==> src/rtl/mem_port_arbiter.sv <==
// Arbitrates the single D-cache port between speculative loads and committed store drain.
// Define MEM_ARB_PERF_EN to add the perf_* grant counters.
module mem_port_arbiter #(
    parameter int  LSQ_SIZE     = 8,
    parameter int  ADDR_W       = 32,
    parameter int  DATA_W       = 32,
    parameter int  STARVE_LIMIT = 4,
    localparam int LSQ_IDX_W    = $clog2(LSQ_SIZE)
) (
    input  logic                 clk,
    input  logic                 rst_n,
    input  logic                 ld_req_valid,
    input  logic [LSQ_IDX_W-1:0] ld_req_idx,
    input  logic [ADDR_W-1:0]    ld_req_addr,
    output logic                 ld_req_ready,
    input  logic                 st_commit_valid,
    input  logic [ADDR_W-1:0]    st_head_addr,
    input  logic [DATA_W-1:0]    st_head_data,
    output logic                 st_drain,
    input  logic                 branch_miss,
    output logic                 dc_req_valid,
    output logic                 dc_req_write,
    output logic [ADDR_W-1:0]    dc_req_addr,
    output logic [DATA_W-1:0]    dc_req_wdata,
    output logic [LSQ_IDX_W-1:0] dc_req_idx,
    input  logic                 dc_req_ready,
    input  logic                 dc_done,
    output logic                 ld_resp_valid,
    output logic [LSQ_IDX_W-1:0] ld_resp_idx,
    output logic [LSQ_IDX_W:0]   st_pending,
    output logic                 st_empty
`ifdef MEM_ARB_PERF_EN
    ,
    output logic [31:0]          perf_ld_grants,
    output logic [31:0]          perf_st_grants,
    output logic [31:0]          perf_starve_overrides
`endif
);

    localparam int STARVE_W = $clog2(STARVE_LIMIT + 1);
    localparam logic [LSQ_IDX_W:0]  PEND_FULL   = (LSQ_IDX_W+1)'(LSQ_SIZE);
    localparam logic [STARVE_W-1:0] STARVE_MAX  = STARVE_W'(STARVE_LIMIT);

    typedef enum logic [1:0] {
        S_IDLE = 2'd0,
        S_REQ  = 2'd1,
        S_WAIT = 2'd2
    } state_t;

    state_t                state_q;
    logic [LSQ_IDX_W:0]    st_pending_q, st_pending_d;
    logic [STARVE_W-1:0]   starve_q, starve_d;
    logic                  squash_q;
    logic                  dc_req_valid_q;
    logic                  dc_req_write_q;
    logic [ADDR_W-1:0]     dc_req_addr_q;
    logic [DATA_W-1:0]     dc_req_wdata_q;
    logic [LSQ_IDX_W-1:0]  dc_req_idx_q;

    logic is_idle, pend_nz, pend_full, starve_hit;
    logic grant_ld, grant_st, starve_ovr;
    logic complete, st_done, ld_done, commit_ovf, commit_inc;

    assign is_idle    = (state_q == S_IDLE);
    assign pend_nz    = (st_pending_q != '0);
    assign pend_full  = (st_pending_q == PEND_FULL);
    assign starve_hit = (starve_q == STARVE_MAX);

    always_comb begin
        grant_ld   = 1'b0;
        grant_st   = 1'b0;
        starve_ovr = 1'b0;
        if (is_idle) begin
            if (pend_full) begin
                grant_st = 1'b1;
            end else if (pend_nz && starve_hit) begin
                grant_st   = 1'b1;
                starve_ovr = 1'b1;
            end else if (ld_req_valid && !branch_miss) begin
                grant_ld = 1'b1;
            end else if (pend_nz) begin
                grant_st = 1'b1;
            end
        end
    end

    // Completion is taken in the same cycle dc_done is seen, including the REQ fast path.
    assign complete   = ((state_q == S_REQ) && dc_req_ready && dc_done) ||
                        ((state_q == S_WAIT) && dc_done);
    assign st_done    = complete && dc_req_write_q;
    assign ld_done    = complete && !dc_req_write_q;
    assign commit_ovf = st_commit_valid && pend_full && !st_done;
    assign commit_inc = st_commit_valid && !commit_ovf;

    always_comb begin
        st_pending_d = st_pending_q;
        case ({commit_inc, st_done})
            2'b10:   st_pending_d = st_pending_q + (LSQ_IDX_W+1)'(1);
            2'b01:   st_pending_d = st_pending_q - (LSQ_IDX_W+1)'(1);
            default: st_pending_d = st_pending_q;
        endcase
    end

    always_comb begin
        starve_d = starve_q;
        if (grant_st || !pend_nz) begin
            starve_d = '0;
        end else if (grant_ld) begin
            starve_d = starve_q + STARVE_W'(1);
        end
    end

    always_ff @(posedge clk or negedge rst_n) begin
        if (!rst_n) begin
            state_q        <= S_IDLE;
            st_pending_q   <= '0;
            starve_q       <= '0;
            squash_q       <= 1'b0;
            dc_req_valid_q <= 1'b0;
            dc_req_write_q <= 1'b0;
            dc_req_addr_q  <= '0;
            dc_req_wdata_q <= '0;
            dc_req_idx_q   <= '0;
        end else begin
            st_pending_q <= st_pending_d;
            starve_q     <= starve_d;

            if (complete) begin
                squash_q <= 1'b0;
            end else if (branch_miss && !is_idle && !dc_req_write_q) begin
                squash_q <= 1'b1;
            end

            case (state_q)
                S_IDLE: begin
                    if (grant_st || grant_ld) begin
                        state_q        <= S_REQ;
                        dc_req_valid_q <= 1'b1;
                        dc_req_write_q <= grant_st;
                        dc_req_addr_q  <= grant_st ? st_head_addr : ld_req_addr;
                        dc_req_wdata_q <= grant_st ? st_head_data : '0;
                        dc_req_idx_q   <= grant_st ? '0 : ld_req_idx;
                    end
                end
                S_REQ: begin
                    if (dc_req_ready) begin
                        dc_req_valid_q <= 1'b0;
                        state_q        <= dc_done ? S_IDLE : S_WAIT;
                    end
                end
                S_WAIT: begin
                    if (dc_done) begin
                        state_q <= S_IDLE;
                    end
                end
                default: begin
                    state_q        <= S_IDLE;
                    dc_req_valid_q <= 1'b0;
                end
            endcase
        end
    end

    assign ld_req_ready  = grant_ld;
    assign st_drain      = st_done;
    // A flush arriving in the completion cycle itself still kills the response.
    assign ld_resp_valid = ld_done && !squash_q && !branch_miss;
    assign ld_resp_idx   = ld_resp_valid ? dc_req_idx_q : '0;
    assign dc_req_valid  = dc_req_valid_q;
    assign dc_req_write  = dc_req_write_q;
    assign dc_req_addr   = dc_req_addr_q;
    assign dc_req_wdata  = dc_req_wdata_q;
    assign dc_req_idx    = dc_req_idx_q;
    assign st_pending    = st_pending_q;
    assign st_empty      = !pend_nz && !(!is_idle && dc_req_write_q);

`ifdef MEM_ARB_PERF_EN
    always_ff @(posedge clk or negedge rst_n) begin
        if (!rst_n) begin
            perf_ld_grants        <= '0;
            perf_st_grants        <= '0;
            perf_starve_overrides <= '0;
        end else begin
            if (grant_ld)   perf_ld_grants        <= perf_ld_grants + 32'd1;
            if (grant_st)   perf_st_grants        <= perf_st_grants + 32'd1;
            if (starve_ovr) perf_starve_overrides <= perf_starve_overrides + 32'd1;
        end
    end
`endif

    a_commit_overflow: assert property (@(posedge clk) disable iff (!rst_n) !commit_ovf);
    a_done_in_idle:    assert property (@(posedge clk) disable iff (!rst_n) !(dc_done && is_idle));

endmodule

==> config.mk <==
export PLATFORM = sky130hd
export DESIGN_NAME = mem_port_arbiter
export DESIGN_NICKNAME = d
export VERILOG_FILES = /design/src/rtl/mem_port_arbiter.sv
export SDC_FILE = /design/constraint.sdc
export NUM_CORES = 1
export LEC_CHECK = 0
export CAP_MARGIN = 0
export CORE_AREA = 2 2 83 85
export CTS_CLUSTER_SIZE = 24
export DETAILED_ROUTE_END_ITERATION = 8
export DIE_AREA = 0 0 85 87
export DONT_BUFFER_PORTS = 1
export GPL_TIMING_DRIVEN = 0
export MAX_ROUTING_LAYER = met4
export PLACE_DENSITY = 0.73
export SYNTH_ARGS = -nofsm -noshare
export SYNTH_HDL_FRONTEND = slang
export SYNTH_SLANG_ARGS = --single-unit
==> constraint.sdc <==
create_clock -name clk -period 4.9 [get_ports clk]
set_input_delay 0.735 -clock clk [delete_from_list [all_inputs] [get_ports clk]]
set_output_delay 0.735 -clock clk [all_outputs]
set_load 0.05 [all_outputs]
==> impl_metrics.json <==
{
  "outcome": "completed",
  "relSlewSlack_pct": 4.050,
  "startpoint": "state_q[0]$_DFFE_PN0P_",
  "finalHoldViolations": 0,
  "drc": 0,
  "worst_r2r_startpoint": "st_pending[1]$_DFFE_PN0P_",
  "peakVddDrop_mv": 0.4567,
  "overflow": 0,
  "period_minus_slack_ps": 3813,
  "die_w_um": 85,
  "first_iter_violations": 134,
  "crit_family": "simple AND/OR/NAND/NOR gates",
  "p_sw_mw": 1.921,
  "worst_setup_path_end_kind": "primary output",
  "clock_power_share_pct": 15.6,
  "routabilityCongestion": 0.7859,
  "synth_area_per_cell_um2": 11.44,
  "ant_nets": 0,
  "syn-cell-area_mm2": 0.003490,
  "fmax_mhz": 262.3,
  "cpMaxStageDelayCell": "nor4b_2",
  "worst_slew_pin_slew_ps": 1435,
  "grt_pass1_wl_mm": 11.92,
  "antennaDiodeCount": 0,
  "postCtsHoldBufs": 0,
  "power.leakage_nw": 1.812,
  "die_h_um": 87,
  "ys_seq_area_share_pct": 56.65,
  "synthArstFlopShare_pct": 100.0,
  "cp_num_buf_inv": 1,
  "rsz0062_at_grt": "no",
  "cts-htree-levels": 3,
  "ys.warnings.count": 0,
  "cts_tree": "yes",
  "ys.flop_type": "dfrtp_1",
  "syn-num-nets": 414,
  "crit_cells": 5,
  "cts_buffers": 9,
  "start_kind": "flop",
  "slowest_delay_ps": 1120,
  "path_cells": "clkbuf_1, and4b_1, or2_2, nor4b_2, and2_1",
  "reg2regPathDepth": 6,
  "use_met3_pct": 4.739,
  "initial_core_util_pct": 53.12,
  "synth_seq_cells": 79,
  "worstHoldPathType": "in -> async",
  "finalMaxSlewViolations": 0,
  "port_buffers": 0,
  "setup_viol_count_final": 0,
  "synth_edf_count": 0,
  "fin_tns_setup_ps": 0,
  "die_area_mm2": 0.007395,
  "clkLatencyLatePin_ps": 350,
  "clock_skew_ps": 12.06,
  "nets": 425,
  "netlist-cell-type-count": 45,
  "rows": 30,
  "clkSinkCount": 79,
  "cts_setup_buffers": 0,
  "required_ps": 4160,
  "synthCells": 305,
  "viasPerCell": 6.040,
  "intPower_mw": 1.562,
  "detail_route.first_pass.iterations": 4,
  "core_area_mm2": 0.006569,
  "post_drt_wl_per_cell_um": 19.08,
  "antenna_found_initial": 0,
  "grt_max_degree": 80,
  "dpl.hpwl_mm": 5.636,
  "crit_fanout": 9,
  "layout-drive-gt1-share_pct": 15.89,
  "cp_data_arrival_time_ps": 3080,
  "sequentialPowerShare_pct": 62.9,
  "critical_path_class": "reg -> out",
  "pwr-share-comb_pct": 21.5,
  "io_pins": 186,
  "pwr_density_cell_mw_per_mm2": 912.7,
  "area_growth_pct": 9.358,
  "max_cap_violations": 0,
  "cp-endpoint": "ld_resp_idx[1]",
  "hold_slack_ps": 72.73,
  "wl_mm": 7.653,
  "switching_share_pct": 55.15,
  "track_usage_pct": 21.41,
  "top_usage_layer": "met2",
  "cts_root_buffer": "clkbuf_8",
  "grt_use_met1_pct": 27.92,
  "reg2reg_to": "dc_req_addr[30]$_DFFE_PN0P_",
  "grt_util_met2_pct": 32.67,
  "cts_max_path_buffers": 2,
  "finalCritPeriodShare_pct": 77.81,
  "ctsResizeCount": 0,
  "grt_pass1_vias": 2371,
  "clk_pin_slew_ps": 90,
  "r2r_slack_ps": 2460,
  "fillers": 559,
  "vias": 2422
}
[logic make-up (layout without fill, tap and decap cells)]
kind of cell    after synthesis  in the layout  share of synthesized area (%)
compound gates               88             88                          22.09
xor+xnor                      2              2                         0.5021
fa+ha+maj                     3              3                          1.076
buf+inv                      28             44                          5.019
flops                        79             79                          56.65
mux                           4              4                          1.183
simple gates                101            101                          13.48
[per-layer routing]
metal | routed length [um] | up-vias
met3 | 504 | 13
met1 | 3234 | 1181
met5 | 0 | -
li1 | - | 1111
met4 | 149 | 0
met2 | 3765 | 117
[cells in the mapped netlist, types with 3 or more instances]
cell	count	share of area (%)
a22oi_2	13	4.7
buf_2	4	0.57
nand2_1	67	7.2
o21ai_0	7	1.0
clkbuf_1	6	0.65
dfrtp_1	79	57
ha_1	3	1.1
nor2_1	9	0.97
inv_1	8	0.86
mux2i_1	3	0.86
a22o_1	33	8.3
and2_1	6	1.1
buf_6	6	1.9
a22oi_1	20	4.3
[state kept, by name (all words and copies together), names as in the netlist]
| register | cells |
|---|---|
| dc_req_addr | 32 |
| dc_req_wdata | 32 |
| st_pending | 4 |
| dc_req_idx | 3 |
| starve_q | 3 |
| state_q | 2 |
| dc_req_valid | 1 |
| dc_req_write | 1 |
| squash_q | 1 |
[power by group through the flow]
stage | logic, mW | clock network [mW] | registers, mW
final | 0.749 | 0.545 | 2.19
after global routing | 0.852 | 0.587 | 2.23
after CTS | 0.760 | 0.556 | 2.20
after detailed placement | 0.764 | 0 | 2.20
after global placement | 0.725 | 0 | 2.20
after floorplan | 0.629 | 0 | 2.12
[through the flow]
| stage | std cells | total power, mW | utilization, % | setup slack (ps) | area [um^2] |
|---|---|---|---|---|---|
| final | 401 | 3.483 | 58.10 | 1087 | 3816 |
| after global routing | 401 | 3.671 | 58.10 | 936.0 | 3816 |
| after CTS | 401 | 3.512 | 58.10 | 1081 | 3816 |
| after detailed placement | 385 | 2.967 | 54.65 | 1362 | 3590 |
| after global placement | 385 | 2.925 | 54.65 | 1393 | 3590 |
| after floorplan | 305 | 2.754 | - | 1546 | 3490 |
[worst min path at each step]
stage | slack [ps] | end | cells after the start | from
finish | 70 | st_pending[2]$_DFFE_PN0P_ | 0 | rst_n
global placement | 440 | st_pending[1]$_DFFE_PN0P_ | 0 | rst_n
CTS | 60 | dc_req_wdata[9]$_DFFE_PN0P_ | 0 | rst_n
floorplan | 440 | dc_req_addr[0]$_DFFE_PN0P_ | 0 | rst_n
detailed placement | 440 | st_pending[1]$_DFFE_PN0P_ | 0 | rst_n
global route | 40 | dc_req_wdata[9]$_DFFE_PN0P_ | 0 | rst_n
[cell usage in the layout, fill, tap and decap left out, drive strengths merged, types with 3 or more instances in the layout]
master,count
o21ai,8
dfrtp,79
and2,6
ha,3
buf,13
mux2i,3
clkbuf,16
nor2,9
nor3,3
a22oi,33
inv,11
nand2,67
a22o,33
[cell type report]
class / instances / area (um^2) / share of cell area [%]
Buffer: 20 / 145.1 / 3.803
Sequential cell: 79 / 1977 / 51.80
Clock buffer: 9 / 123.9 / 3.246
Clock inverter: 7 / 102.6 / 2.689
Multi-Input combinational cell: 198 / 1338 / 35.05
Tap cell: 80 / 100.1 / 2.623
Inverter: 8 / 30.03 / 0.7869
No activity file was read; power rests on OpenSTA's default activity.
